File: src/rtl/count_pkg.sv
// count_pkg: shared counter width, monitor state encoding and successor function
package count_pkg;
  localparam int CNT_W = 2;
  typedef enum logic [1:0] {IDLE, TRACK, RESYNC} state_t;
  function automatic logic [CNT_W-1:0] next_count(input logic [CNT_W-1:0] value);
    return CNT_W'(value + 1'b1);
  endfunction
endpackage

File: src/rtl/sat_counter.sv
// sat_counter: width-parameterised saturating incrementer with synchronous clear
module sat_counter #(
  parameter int W = 4
) (
  input  logic         clk,
  input  logic         rst_n,
  input  logic         i_clear,
  input  logic         i_inc,
  output logic [W-1:0] o_count
);
  logic [W-1:0] r_count;
  assign o_count = r_count;
  // clear wins; otherwise increment until all ones, then hold
  always_ff @(posedge clk or negedge rst_n)
    if (!rst_n) r_count <= '0;
    else if (i_clear) r_count <= '0;
    else if (i_inc && r_count != {W{1'b1}}) r_count <= r_count + 1'b1;
endmodule

File: src/rtl/count_wrap_monitor.sv
// count_wrap_monitor: checks a 2-bit counter stream for +1 steps, counts wraps and errors
module count_wrap_monitor
  import count_pkg::*;
#(
  parameter int WRAP_W = 8,
  parameter int ERR_W  = 4
) (
  input  logic              clk,
  input  logic              rst_n,
  input  logic              cnt_valid,
  input  logic [CNT_W-1:0]  cnt_in,
  input  logic              clear,
  output logic              locked,
  output logic              wrap_pulse,
  output logic [WRAP_W-1:0] wrap_count,
  output logic [ERR_W-1:0]  err_count,
  output logic              seq_err
);
  state_t            r_state, w_next;
  logic [CNT_W-1:0]  r_ref;
  logic              r_locked, r_wrap_pulse, r_seq_err;
  logic [WRAP_W-1:0] r_wrap_count;
  logic              w_match, w_wrap, w_err;
  assign w_match    = cnt_in == next_count(r_ref);
  assign locked     = r_locked;
  assign wrap_pulse = r_wrap_pulse;
  assign wrap_count = r_wrap_count;
  assign seq_err    = r_seq_err;
  // next state plus wrap/error events; IDLE only captures a reference, clear suppresses everything
  always_comb begin
    w_next = r_state;
    w_wrap = 1'b0;
    w_err  = 1'b0;
    if (clear) w_next = IDLE;
    else if (cnt_valid) begin
      if (r_state == IDLE) w_next = TRACK;
      else begin
        w_wrap = w_match && r_ref == CNT_W'(3);
        w_err  = !w_match;
        w_next = w_match ? TRACK : RESYNC;
      end
    end
  end
  // state register
  always_ff @(posedge clk or negedge rst_n)
    if (!rst_n) r_state <= IDLE;
    else r_state <= w_next;
  // reference sample, lock flag, wrap pulse/count and sticky error flag
  always_ff @(posedge clk or negedge rst_n)
    if (!rst_n) begin
      r_ref        <= '0;
      r_locked     <= 1'b0;
      r_wrap_pulse <= 1'b0;
      r_wrap_count <= '0;
      r_seq_err    <= 1'b0;
    end else begin
      r_locked     <= w_next == TRACK;
      r_wrap_pulse <= w_wrap;
      if (clear) begin
        r_ref        <= '0;
        r_wrap_count <= '0;
        r_seq_err    <= 1'b0;
      end else begin
        if (cnt_valid) r_ref <= cnt_in;
        if (w_wrap) r_wrap_count <= r_wrap_count + 1'b1;
        if (w_err) r_seq_err <= 1'b1;
      end
    end
  sat_counter #(.W(ERR_W)) u_err (
    .clk     (clk),
    .rst_n   (rst_n),
    .i_clear (clear),
    .i_inc   (w_err),
    .o_count (err_count)
  );
endmodule

File: config.mk
export PLATFORM = sky130hd
export DESIGN_NAME = count_wrap_monitor
export DESIGN_NICKNAME = d
export VERILOG_FILES = /design/src/rtl/count_pkg.sv /design/src/rtl/sat_counter.sv /design/src/rtl/count_wrap_monitor.sv
export SDC_FILE = /design/constraint.sdc
export NUM_CORES = 1
export LEC_CHECK = 0
export CAP_MARGIN = 20
export CELL_PAD_IN_SITES_DETAIL_PLACEMENT = 1
export CELL_PAD_IN_SITES_GLOBAL_PLACEMENT = 2
export CORE_ASPECT_RATIO = 0.9
export CORE_MARGIN = 2
export CORE_UTILIZATION = 32
export CTS_CLUSTER_SIZE = 30
export DETAILED_ROUTE_END_ITERATION = 7
export PLACE_DENSITY_LB_ADDON = 0.1
export SETUP_SLACK_MARGIN = 0.5
export SLEW_MARGIN = 20
export SYNTH_ARGS = -nofsm -noshare
export SYNTH_HDL_FRONTEND = slang
export SYNTH_SLANG_ARGS = --single-unit
File: constraint.sdc
create_clock -name clk -period 5.5 [get_ports clk]
set_input_delay 0.55 -clock clk [delete_from_list [all_inputs] [get_ports clk]]
set_output_delay 0.55 -clock clk [all_outputs]
set_load 0.03 [all_outputs]
Yosys cells after proc, flatten, opt, wreduce, memory -nomap -nowiden:

Index checks and enable logic that the tools add are counted.

* input port bits: 6
* bits in registers: 19
* output and inout port bits: 15

* muxes and demuxes: 18
* eq/ne operators: 4
* $add $sub $neg: 3
* reduce and logical (&&, ||, !) cells: 8

Operator list (count)
* $mux W8: 2
* $mux W2: 6
* $add A8 B1 Y8 const B: 1
* $mux W1: 8
* $mux W4: 2
* $reduce_bool A2 Y1: 4
* $add A4 B1 Y4 const B: 1
* $ne A4 B4 Y1 const B: 1
* $add A2 B1 Y2 const B: 1
* $eq A2 B1 Y1 const B: 1
* $eq A2 B2 Y1: 1
* $eq A2 B2 Y1 const B: 1
* $logic_and A1 B1 Y1: 2
* $logic_not A2 Y1: 1
* $logic_not A1 Y1: 1

Longest topological paths before layout:

* depth after elaboration: 9
* mapped depth: 6
* gate-level depth less buffers: 5

Cells and area by module:

From an unflattened synthesis, not the netlist that was laid out.

* cell total of the unflattened synthesis: 91
* area, all modules: 972.2 µm²

By module, submodules not included
* count_wrap_monitor: cells an instance 71, area an instance 743.2 µm², sequential area each 375.4 µm², instances 1
* sat_counter: cells an instance 20, area an instance 229.0 µm², sequential area each 100.1 µm², instances 1

Least setup slack after synthesis:

OpenSTA, ideal clock, no wires.

* path kind: reg-to-reg
* from: reg r_ref[0]
* to: reg r_wrap_count[5] (netlist: wrap_count[5])
* cell stages (with the launch flop): 7
* data required time: 5.422 ns
* data arrival time: 2.023 ns
* slack: 3.400 ns
* period minus slack after synthesis: 2.100 ns
* cells stage by stage: dfrtp_1 -> ha_1 -> xor2_1 -> or3_1 -> clkbuf_2 -> or4_1 -> a21oi_1

* longest elaborated chain between the ends: 7
* elaborated cells between the ends (all ways): 8
* classes of those cells: 1 x add/sub; 2 x eq/ne; 3 x mux; 2 x reduce/logical

Ends and longest elaborated chain
* start: declaration: line count_wrap_monitor.sv:20 `logic [CNT_W-1:0] r_ref;`
* start signal: assignment: line count_wrap_monitor.sv:64 `if (cnt_valid) r_ref <= cnt_in;`
* $add A2 B1 Y2: line count_pkg.sv:6 `return CNT_W'(value + 1'b1);`
* $eq A2 B2 Y1: line count_wrap_monitor.sv:24 `assign w_match = cnt_in == next_count(r_ref);`
* $logic_and A1 B1 Y1 (*): line count_wrap_monitor.sv:38 `w_wrap = w_match && r_ref == CNT_W'(3);`
* $mux W1 (*): line count_wrap_monitor.sv:36 `if (r_state == IDLE) w_next = TRACK;`
* $mux W1 (*): line count_wrap_monitor.sv:35 `else if (cnt_valid) begin`
* $mux W1 (*): line count_wrap_monitor.sv:34 `if (clear) w_next = IDLE;`
* $reduce_bool A2 Y1 (no source line) (*)
* end signal: assignment: line count_wrap_monitor.sv:65 `if (w_wrap) r_wrap_count <= r_wrap_count + 1'b1;`
* end: declaration: line count_wrap_monitor.sv:22 `logic [WRAP_W-1:0] r_wrap_count;`

Every way passes the cells marked *; elsewhere a longest branch is shown, timed or not.
A chain may end at the register's enable or synchronous reset.

Worst setup path in the final report:

* from: in cnt_valid
* to: reg r_wrap_count[5] (netlist: wrap_count[5])

* longest elaborated chain between the ends: 3

Ends and longest elaborated chain
* start: declaration: line count_wrap_monitor.sv:10 `input logic cnt_valid,`
* $mux W1: line count_wrap_monitor.sv:35
* $mux W1: line count_wrap_monitor.sv:34
* $reduce_bool A2 Y1 (no source line)

No other way between the ends.

==> reports/metrics.cfg <==
[run_status]
status=finished, final reports clean

[synth]
synth_top_area_share_pct=51.1
postSynth.asyncResetShare_pct=100
netlist_instances=89
synth.avg_cell_area_um2=10.5
yosysSeqAreaShare_pct=51.1
yosys_warnings=0
syn-num-nets=98
yosysTopAreaCell=dfrtp_1
yosys.area_share.simple_pct=18.8
synth_edf_count=0
synth_seq_cells=19
synthFlopType=dfrtp_1
synthDistinctLibCells=30
syn_area_um2=931
synth_area_leaders=dfrtp_1 (51%), mux2i_1 (5.4%), nor2_1 (5.2%)
synth_mux_area_share_pct=6.59
synthAdderAreaFrac_pct=4.03
synth_top_family_by_area=simple AND/OR/NAND/NOR gates
synth-xor-area-share_pct=6.59
synth_compound_area_share_pct=9.14

[timing]
finClkSkew_ps=0.584
slew_headroom_pct=44.7
fin_crit_sh_pct=41.2
hold_ws_ps=506
report.final.slew_viol_count=0
worst_pin_slew_ps=827
rsz0062_at_grt=no
fin_tns_setup_ps=0
fmax_mhz=441
layout_setup_ws_ps=3230
fin_crit_ps=2270
hold_viol=0
finalSetupViolCount=0

[floorplanning]
core_area_um2=2750
start_util_pct=33.9
rows=18
die_area_um2=3360
die_h_um=55.2
die_x_um=60.9
ios=21

[setup_path]
cp_slowest_stage_delay_ps=630
path_buf_inv=1
worst_setup_path_start_kind=input port
end_kind=flip-flop
path_cells=clkdlybuf4s50_1 -> o211ai_2 -> or3_1 -> or4_1 -> a21oi_1
crit_arrival_ps=2480
slowest_stage=clkdlybuf4s50_1
cp_max_fo=7
cp.required_ps=5720
crit_type=input port to flip-flop
cp_top_family=simple AND/OR/NAND/NOR gates

[clocking]
htree_levels=1
clkSinkCount=19
clock_path_buffers=2
cts_made_buffers=3
clk_transition_reported_paths_ps=110
holdBufCountCts=0
cts_resized=0
cts_setup_buffers=0
cts_tree=yes
clockRootBuffer=clkbuf_4
clk_latency_ps=300

[routing]
drt_iter0_drc=40
viasPerCell=4.78
wl_mm=1.89
ant_nets=0
dr_total_vias=712
wire_per_inst_um=12.7
dr.pass1.iters=4
route.detailed.drc=0

[global_route]
first_global_vias=714
grt.overflow.total=0
grt_max_degree=21
track_usage_pct=13.8
grt_pass1_wl_mm=3.28
antenna_found_initial=0

[placement]
pre_cts_slack_ps=2900
routabilityCongestion=0.725
hpwl_mm=1.41
io_buffers=20
dp_cells=145

[job]
drv_cap=0

[final_layout]
multiInputGateArea_um2=420
layout.nets=119
final_layout_size_suffix_gt1_share_pct=8.26
fillers=325
fin_cells=149
area_delta_synth_final_pct=27.7
diodes=0
seq_area_um2=475

[pwr]
p_per_area_nw_per_um2=211
power.total_mw=0.250
irDropWorstVdd_uv=97.0
power.leakage_nw=0.517

[min_path]
hold_class=flip-flop to flip-flop

## path summary, 6_finish.rpt
| check | from | to | slack, ps | cells past startpoint |
|---|---|---|---|---|
| min | seq_err | seq_err | 510 | 2 |
| max reg2reg | r_ref[0] | wrap_count[5] | 3290 | 5 |
| max | cnt_valid | wrap_count[5] | 3230 | 5 |
| min in group asynchronous | rst_n | wrap_count[1] | 720 | 1 |
| min reg2reg | seq_err | seq_err | 510 | 2 |
| max in group asynchronous | rst_n | u_err.o_count[3] | 4280 | 1 |
## per-layer routing
| layer | global-route usage, % | vias up | routed length [um] |
|---|---|---|---|
| li1 | - | 354 | - |
| met1 | 17.3 | 341 | 880 |
| met2 | 22.0 | 15 | 885 |
| met3 | 5.35 | 2 | 107 |
| met4 | 4.35 | 0 | 12 |
| met5 | 0 | - | 0 |
## worst min-delay path, delay by kind of cell (launching register included)
kind             cells  cell delay (ps)
DFF                  1              360
and+or+nand+nor      2              120
## power breakdown
group | internal, mW | switching [mW]
registers | 0.144 | 0.00355
logic | 0.0130 | 0.0194
clock network | 0.0271 | 0.0436
## kinds of logic after synthesis
family | Yosys count
flip-flops | 19
adder cells (fa/ha/maj) | 3
multiplexers | 6
buffers and inverters | 8
AO/OA/AOI/OAI | 12
XOR/XNOR | 7
AND/OR/NAND/NOR | 34
## flip-flops by register name, indices dropped and copies added (netlist names)
signal,cells
locked,1
r_ref,2
r_state,2
seq_err,1
u_err.o_count,4
wrap_count,8
wrap_pulse,1
## through the flow
step / utilization, % / area (um^2)
2_1_floorplan: - / 931
6_report: 43.3 / 1190
3_3_place_gp: 42.3 / 1160
5_1_grt: 43.3 / 1190
3_5_place_dp: 42.3 / 1160
4_1_cts: 43.3 / 1190
## synth_stat cells, types with 2 or more instances
cell and n:
a21oi_1 6, a31o_2 2, dfrtp_1 19, ha_1 3, inv_1 4, mux2i_1 5, nand2_1 2, nand2b_1 2
nand3_1 3, nand4_1 2, nor2_1 13, nor3_1 3, nor4_1 3, xnor2_1 4, xor2_1 3
## cell usage in the layout (no fill, tap or decap)
cell type | Yosys | routed
o211ai_2 | 1 | 1
a21oi_1 | 6 | 6
o31ai_1 | 1 | 1
nor2b_1 | 1 | 1
xnor2_1 | 4 | 4
nand2_1 | 2 | 2
clkbuf_4 | 0 | 3
nand3_1 | 3 | 3
nand4_1 | 2 | 2
nand2b_1 | 2 | 2
and4b_1 | 1 | 1
xor2_1 | 3 | 3
dfrtp_1 | 19 | 19
mux2i_1 | 5 | 5
or3_1 | 1 | 1
nor3_1 | 3 | 3
a31o_2 | 2 | 2
a31oi_1 | 1 | 1
or4_1 | 1 | 1
clkinv_2 | 0 | 1
and2_1 | 1 | 1
nor4_1 | 3 | 3
clkdlybuf4s50_1 | 0 | 20
inv_1 | 4 | 4
nor2_1 | 13 | 13
mux2_2 | 1 | 1
ha_1 | 3 | 3
o221a_2 | 1 | 1
nor4b_1 | 1 | 1
## layout make-up
class | instances | area share (%)
flip-flops and latches | 19 | 40.0
multi-input cells | 62 | 35.4
repair buffers | 20 | 16.8
well taps | 40 | 4.21
clock buffers | 3 | 1.89
inverters | 4 | 1.26
clock inverters | 1 | 0.421
Power figures use the tool's default switching activity.
